File: config.mk
export PLATFORM = sky130hd
export DESIGN_NAME = branch_resolve_ctrl
export DESIGN_NICKNAME = d
export VERILOG_FILES = /design/src/rtl/branch_resolve_ctrl_pkg.sv /design/src/rtl/branch_resolve_ctrl_sat_counter.sv /design/src/rtl/branch_resolve_ctrl.sv
export SDC_FILE = /design/constraint.sdc
export NUM_CORES = 1
export LEC_CHECK = 0
export ABC_CLOCK_PERIOD_IN_PS = 2600
export BUFFER_PORTS_ARGS = -buffer_cell sky130_fd_sc_hd__buf_2
export CORE_UTILIZATION = 51
export DETAILED_ROUTE_END_ITERATION = 6
export PLACE_DENSITY = 0.8
export SLEW_MARGIN = 40
export SYNTH_ARGS = -nofsm -noshare
export SYNTH_HDL_FRONTEND = slang
export SYNTH_SLANG_ARGS = --single-unit
File: constraint.sdc
create_clock -name clk -period 2.6 [get_ports clk]
set_input_delay 0.13 -clock clk [delete_from_list [all_inputs] [get_ports clk]]
set_output_delay 0.13 -clock clk [all_outputs]
set_load 0.02 [all_outputs]
File: src/rtl/branch_resolve_ctrl_pkg.sv
// Shared definitions for the MEM-stage branch resolution controller.
// Contents: FSM state encoding, default squash window, squash counter width.
package branch_resolve_ctrl_pkg;

    // State encoding is shared with the hazard unit; keep the values stable.
    typedef enum logic [1:0] {
        ST_IDLE   = 2'd0,
        ST_HOLD   = 2'd1,
        ST_SQUASH = 2'd2
    } state_t;

    localparam int unsigned SQUASH_CYC_DEFAULT = 3;

    // Wide enough for the largest legal squash window (7).
    localparam int unsigned SQ_CNT_W = 3;

endpackage

File: src/rtl/branch_resolve_ctrl_sat_counter.sv
// sat_counter: W-bit up counter that sticks at all-ones.
// Ports:
//   clk  in  1  clock
//   rst  in  1  synchronous active-high reset (clears q)
//   inc  in  1  count enable, applied at the clock edge
//   q    out W  current count
module sat_counter #(
    parameter int unsigned W = 16
) (
    input  logic         clk,
    input  logic         rst,
    input  logic         inc,
    output logic [W-1:0] q
);

    logic [W-1:0] r_q;

    // Increment unless already saturated.
    always_ff @(posedge clk) begin
        if (rst) begin
            r_q <= '0;
        end else if (inc && (r_q != '1)) begin
            r_q <= r_q + W'(1);
        end
    end

    assign q = r_q;

endmodule

File: src/rtl/branch_resolve_ctrl.sv
// branch_resolve_ctrl: MEM-stage branch resolution sequencer.
// Drives the IF-stage PC mux select and redirect target, pulses flushes to
// the younger pipeline registers, holds a taken redirect across a stall,
// masks branches from squashed slots and keeps saturating statistics.
// Ports:
//   clk, rst                         clock, synchronous active-high reset
//   mem_valid/branch/zero/target     EX/MEM branch decision inputs
//   stall_in                         pipeline frozen this cycle
//   pcsrc, pc_target                 PC mux select and redirect address
//   flush_ifid/idex/exmem            clear younger pipeline registers
//   redirect_pending                 taken branch held by a stall
//   branch_count, taken_count        saturating statistics
module branch_resolve_ctrl
    import branch_resolve_ctrl_pkg::*;
#(
    parameter int unsigned ADDR_W     = 32,
    parameter int unsigned SQUASH_CYC = SQUASH_CYC_DEFAULT,
    parameter int unsigned CNT_W      = 16
) (
    input  logic              clk,
    input  logic              rst,
    input  logic              mem_valid,
    input  logic              mem_branch,
    input  logic              mem_zero,
    input  logic [ADDR_W-1:0] mem_target,
    input  logic              stall_in,
    output logic              pcsrc,
    output logic [ADDR_W-1:0] pc_target,
    output logic              flush_ifid,
    output logic              flush_idex,
    output logic              flush_exmem,
    output logic              redirect_pending,
    output logic [CNT_W-1:0]  branch_count,
    output logic [CNT_W-1:0]  taken_count
);

    localparam logic [SQ_CNT_W-1:0] SQ_LOAD = SQ_CNT_W'(SQUASH_CYC - 1);
    // A one-cycle window is just the redirect cycle itself.
    localparam state_t ST_AFTER_REDIRECT = (SQUASH_CYC == 1) ? ST_IDLE : ST_SQUASH;

    state_t                r_state;
    state_t                w_state_nxt;
    logic [SQ_CNT_W-1:0]   r_sq_cnt;
    logic [SQ_CNT_W-1:0]   w_sq_nxt;
    logic [ADDR_W-1:0]     r_hold_tgt;
    logic [ADDR_W-1:0]     w_hold_nxt;

    logic w_take;
    logic w_resolved;
    logic w_redirect;
    logic w_pending;
    logic w_sel_hold;
    logic w_cnt_branch;
    logic w_cnt_taken;

    assign w_take     = mem_valid & mem_branch & mem_zero;
    assign w_resolved = mem_valid & mem_branch;

    // State, squash counter and held target registers.
    always_ff @(posedge clk) begin
        if (rst) begin
            r_state    <= ST_IDLE;
            r_sq_cnt   <= '0;
            r_hold_tgt <= '0;
        end else begin
            r_state    <= w_state_nxt;
            r_sq_cnt   <= w_sq_nxt;
            r_hold_tgt <= w_hold_nxt;
        end
    end

    // Next-state and redirect decode.
    always_comb begin
        w_state_nxt = r_state;
        w_sq_nxt    = r_sq_cnt;
        w_hold_nxt  = r_hold_tgt;
        w_redirect  = 1'b0;
        w_pending   = 1'b0;
        w_sel_hold  = 1'b0;

        case (r_state)
            ST_IDLE: begin
                if (w_take) begin
                    if (!stall_in) begin
                        w_redirect  = 1'b1;
                        w_sq_nxt    = SQ_LOAD;
                        w_state_nxt = ST_AFTER_REDIRECT;
                    end else begin
                        w_hold_nxt  = mem_target;
                        w_state_nxt = ST_HOLD;
                    end
                end
            end
            ST_HOLD: begin
                // EX/MEM may have moved on; only the captured target matters.
                w_pending  = 1'b1;
                w_sel_hold = 1'b1;
                if (!stall_in) begin
                    w_redirect  = 1'b1;
                    w_sq_nxt    = SQ_LOAD;
                    w_state_nxt = ST_AFTER_REDIRECT;
                end
            end
            ST_SQUASH: begin
                // Squashed slots cannot redirect; the window freezes on stall.
                if (!stall_in) begin
                    if (r_sq_cnt == '0) begin
                        w_state_nxt = ST_IDLE;
                    end else begin
                        w_sq_nxt = r_sq_cnt - SQ_CNT_W'(1);
                    end
                end
            end
            default: begin
                w_state_nxt = ST_IDLE;
            end
        endcase
    end

    // Reset masks the combinational outputs so nothing leaks during reset.
    assign pcsrc            = w_redirect & ~rst;
    assign flush_ifid       = w_redirect & ~rst;
    assign flush_idex       = w_redirect & ~rst;
    assign flush_exmem      = w_redirect & ~rst;
    assign redirect_pending = w_pending & ~rst;
    assign pc_target        = (w_sel_hold & ~rst) ? r_hold_tgt : mem_target;

    // Branches are counted only once, at their IDLE evaluation cycle.
    assign w_cnt_branch = (r_state == ST_IDLE) & w_resolved;
    assign w_cnt_taken  = w_cnt_branch & w_take;

    sat_counter #(.W(CNT_W)) u_branch_cnt (
        .clk (clk),
        .rst (rst),
        .inc (w_cnt_branch),
        .q   (branch_count)
    );

    sat_counter #(.W(CNT_W)) u_taken_cnt (
        .clk (clk),
        .rst (rst),
        .inc (w_cnt_taken),
        .q   (taken_count)
    );

endmodule

==> metrics.cfg <==
[timing]
drv_slew = 0
setup_ws_ns = 0.436
period_share_pct = 83.2
fmax_mhz = 462
setup_tns_ns = 0
finalHoldViolCount = 0
worst_pin_slew_ns = 0.676
period_needed_ns = 2.16
rsz0062_at_grt = false
slew_headroom_pct = 54.9
setup_viol = 0
skew_ns = 0.00654

[detailed_routing]
wl_met2_microns = 4020
wl_per_cell_microns = 13.9
drc = 14
wl_microns = 8070
drt-pass1-iter-count = 6
drt_iter0_markers = 170
wl_met3_microns = 367
drtAntennaViolNets = 0
vias_per_cell = 5.72
via_count = 3320
wl_met1_microns = 3570
top_layer_used = met4

[synth]
synth_top_area_cell = dfxtp_1
async_flop_share_pct = 0
synthCells = 402
yosysUniqueCellTypes = 41
synth_edf_count = 0
synth_ff_type = dfxtp_1
ys_warn_count = 0
synthTopCellsByArea = dfxtp_1 (40%), mux2_2 (11%), a21oi_1 (8.7%)
yosys-top-cells-count = nand2_1 (75), dfxtp_1 (69), a21oi_1 (59), mux2_2 (33), clkbuf_1 (16)
synth_area_sq_mm = 0.00341
yosysMostFrequentCell = nand2_1
avgSynthCellArea_sq_um = 8.49
syn_nets = 444
ys_ff_latch = 69
synth_top_area_share_pct = 40.5
ys_seq_area_share_pct = 40.5

[worst_setup_path]
rr_startpoint = r_state[1]
path_class = register to register
crit_path_end_kind = register
reg2reg_to = u_branch_cnt.q[9]
crit_required_ns = 2.86
worstPathArrival_ns = 2.43
r2r.worst_path.cells = 4
critical_path.max_fanout = 12
regToRegSetupSlack_ns = 0.44
critical_path.startpoint_type = register

[finish]
fin_nets = 540
utilization_pct = 65.0
fillers = 550
post_route_cells_drive_above_1_share_pct = 33.4
multi_input_area_sq_mm = 0.00188
finalNonFillerCells = 580
seqCellArea_sq_mm = 0.00138
n_antenna_cell = 0
synthToLayoutAreaGrowth_pct = 22.3

[cts]
cts_hold_buf = 0
cts_tree = done
worst_skew_pair.late_latency_ns = 0.33
numCtsBuffers = 9
ctsLongestPathBuffers = 2
postCtsSetupBuffers = 0
cts_sinks = 69
cts_resized = 0
cts.htree.levels = 3
cts-root-buf = clkbuf_8
cts.clk_slew.worst_paths_ns = 0.07

[min_path]
min_from = mem_target[19]
hold_end = r_hold_tgt[19]
whs_path_depth = 3
hold_path_class = input port to register

[grt]
grt_max_degree = 41
first_global_vias = 2924
grt_pass1_wl_microns = 13000
grtUsageTotal_pct = 22.4
antenna_found_initial = 0
grt_remaining_overflow = 0

[placement]
dp_slack_ns = 0.496
dp_cells = 564
place.gp.congestion = 0.825
port_buffers = 106
hpwl_microns = 5390

[floorplan]
num_io_pins = 107
coreArea_sq_mm = 0.00642
die_area_sq_mm = 0.00702
die_y_microns = 83.8
start_util_pct = 53.1
die_w_microns = 83.8
fp-row-count = 29

[outcome]
violations = DRC
run_status = finished with violations

[power]
p_per_area_mw_per_mm2 = 530
leakagePower_nw = 1.62
irDropWorstVdd_mv = 0.311

[flow_run]
maxCapViolations = 0

-- how the worst max path moves through the flow --
stage               cells after the start                 to        start
finish                                  4  u_branch_cnt.q[9]   r_state[1]
global route                            4  u_branch_cnt.q[9]   r_state[1]
CTS                                     4  u_branch_cnt.q[9]   r_state[1]
detailed placement                      4  u_branch_cnt.q[9]   r_state[1]
global placement                        4  u_branch_cnt.q[9]   r_state[1]
floorplan                               7        r_sq_cnt[1]  r_sq_cnt[0]
-- placed cells by master (no fill, tap or decap), types with 2 or more instances in the layout --
master	instances
xor2_1	2
nand4_1	11
dfxtp_1	69
o31ai_1	14
o41ai_1	5
nor2b_1	2
o311ai_0	2
and3_1	4
ha_1	4
or3_1	9
a31oi_1	2
mux2_2	33
nor4_1	3
nor2_1	7
nand2b_1	3
and4_1	5
or4_1	15
buf_4	6
nand4_2	2
buf_2	106
o21ai_0	10
a21oi_1	59
nor3_1	5
nand3_1	13
nand2_1	75
inv_1	8
clkbuf_8	12
-- layout make-up --
cell class | count | share of cell area (%)
repair buffers | 112 | 13.8
well taps | 77 | 2.31
clock buffers | 13 | 4.05
multi-input cells | 298 | 45.0
inverters | 8 | 0.719
clock inverters | 3 | 1.02
flip-flops and latches | 69 | 33.1
-- stage by stage --
| step | cell area, sq um | power, mW | hold slack (ns) |
|---|---|---|---|
| global placement | 3960 | 1.32 | 0.381 |
| floorplan | 3410 | 1.24 | 0.266 |
| CTS | 4170 | 2.23 | 0.0223 |
| finish | 4170 | 2.21 | 0.0372 |
| detailed placement | 3960 | 1.32 | 0.387 |
| global route | 4170 | 2.29 | 0.0263 |
-- registers in the layout, summed over array words and instances (netlist names) --
signal	cells
r_hold_tgt	32
u_branch_cnt.q	16
u_taken_cnt.q	16
r_sq_cnt	3
r_state	2
-- cells by family (layout without fill, tap and decap cells) --
kind of cell,after synthesis,count (layout),synth area share [%]
AOI/OAI and AO/OA,96,96,16.6
and+or+nand+nor,162,162,25.1
adders and majority gates,4,4,1.47
buffers and inverters,35,136,4.66
xor gates and xnor gates,2,2,0.513
DFF,69,69,40.5
muxes,34,34,11.2
-- layer usage --
metal	global-route usage (%)	vias up
met3	5.34	11
met5	0	-
met4	8.31	0
met1	26.5	1557
li1	-	1677
met2	39.0	75
-- power breakdown --
group	leakage (nW)	switching [mW]	internal (mW)	total, mW
clock network	0.106	0.389	0.521	0.910
registers	0.557	0.0114	1.07	1.08
logic	0.955	0.131	0.0860	0.217
total	1.62	0.532	1.68	2.21
-- critical path, cell delays in order, from the launching register on --
cell and delay [ns]:
dfxtp_1 0.40, and4bb_2 0.53, nand4_1 0.41, or4_1 0.60, a21oi_1 0.14
Power figures use the tool's default switching activity.
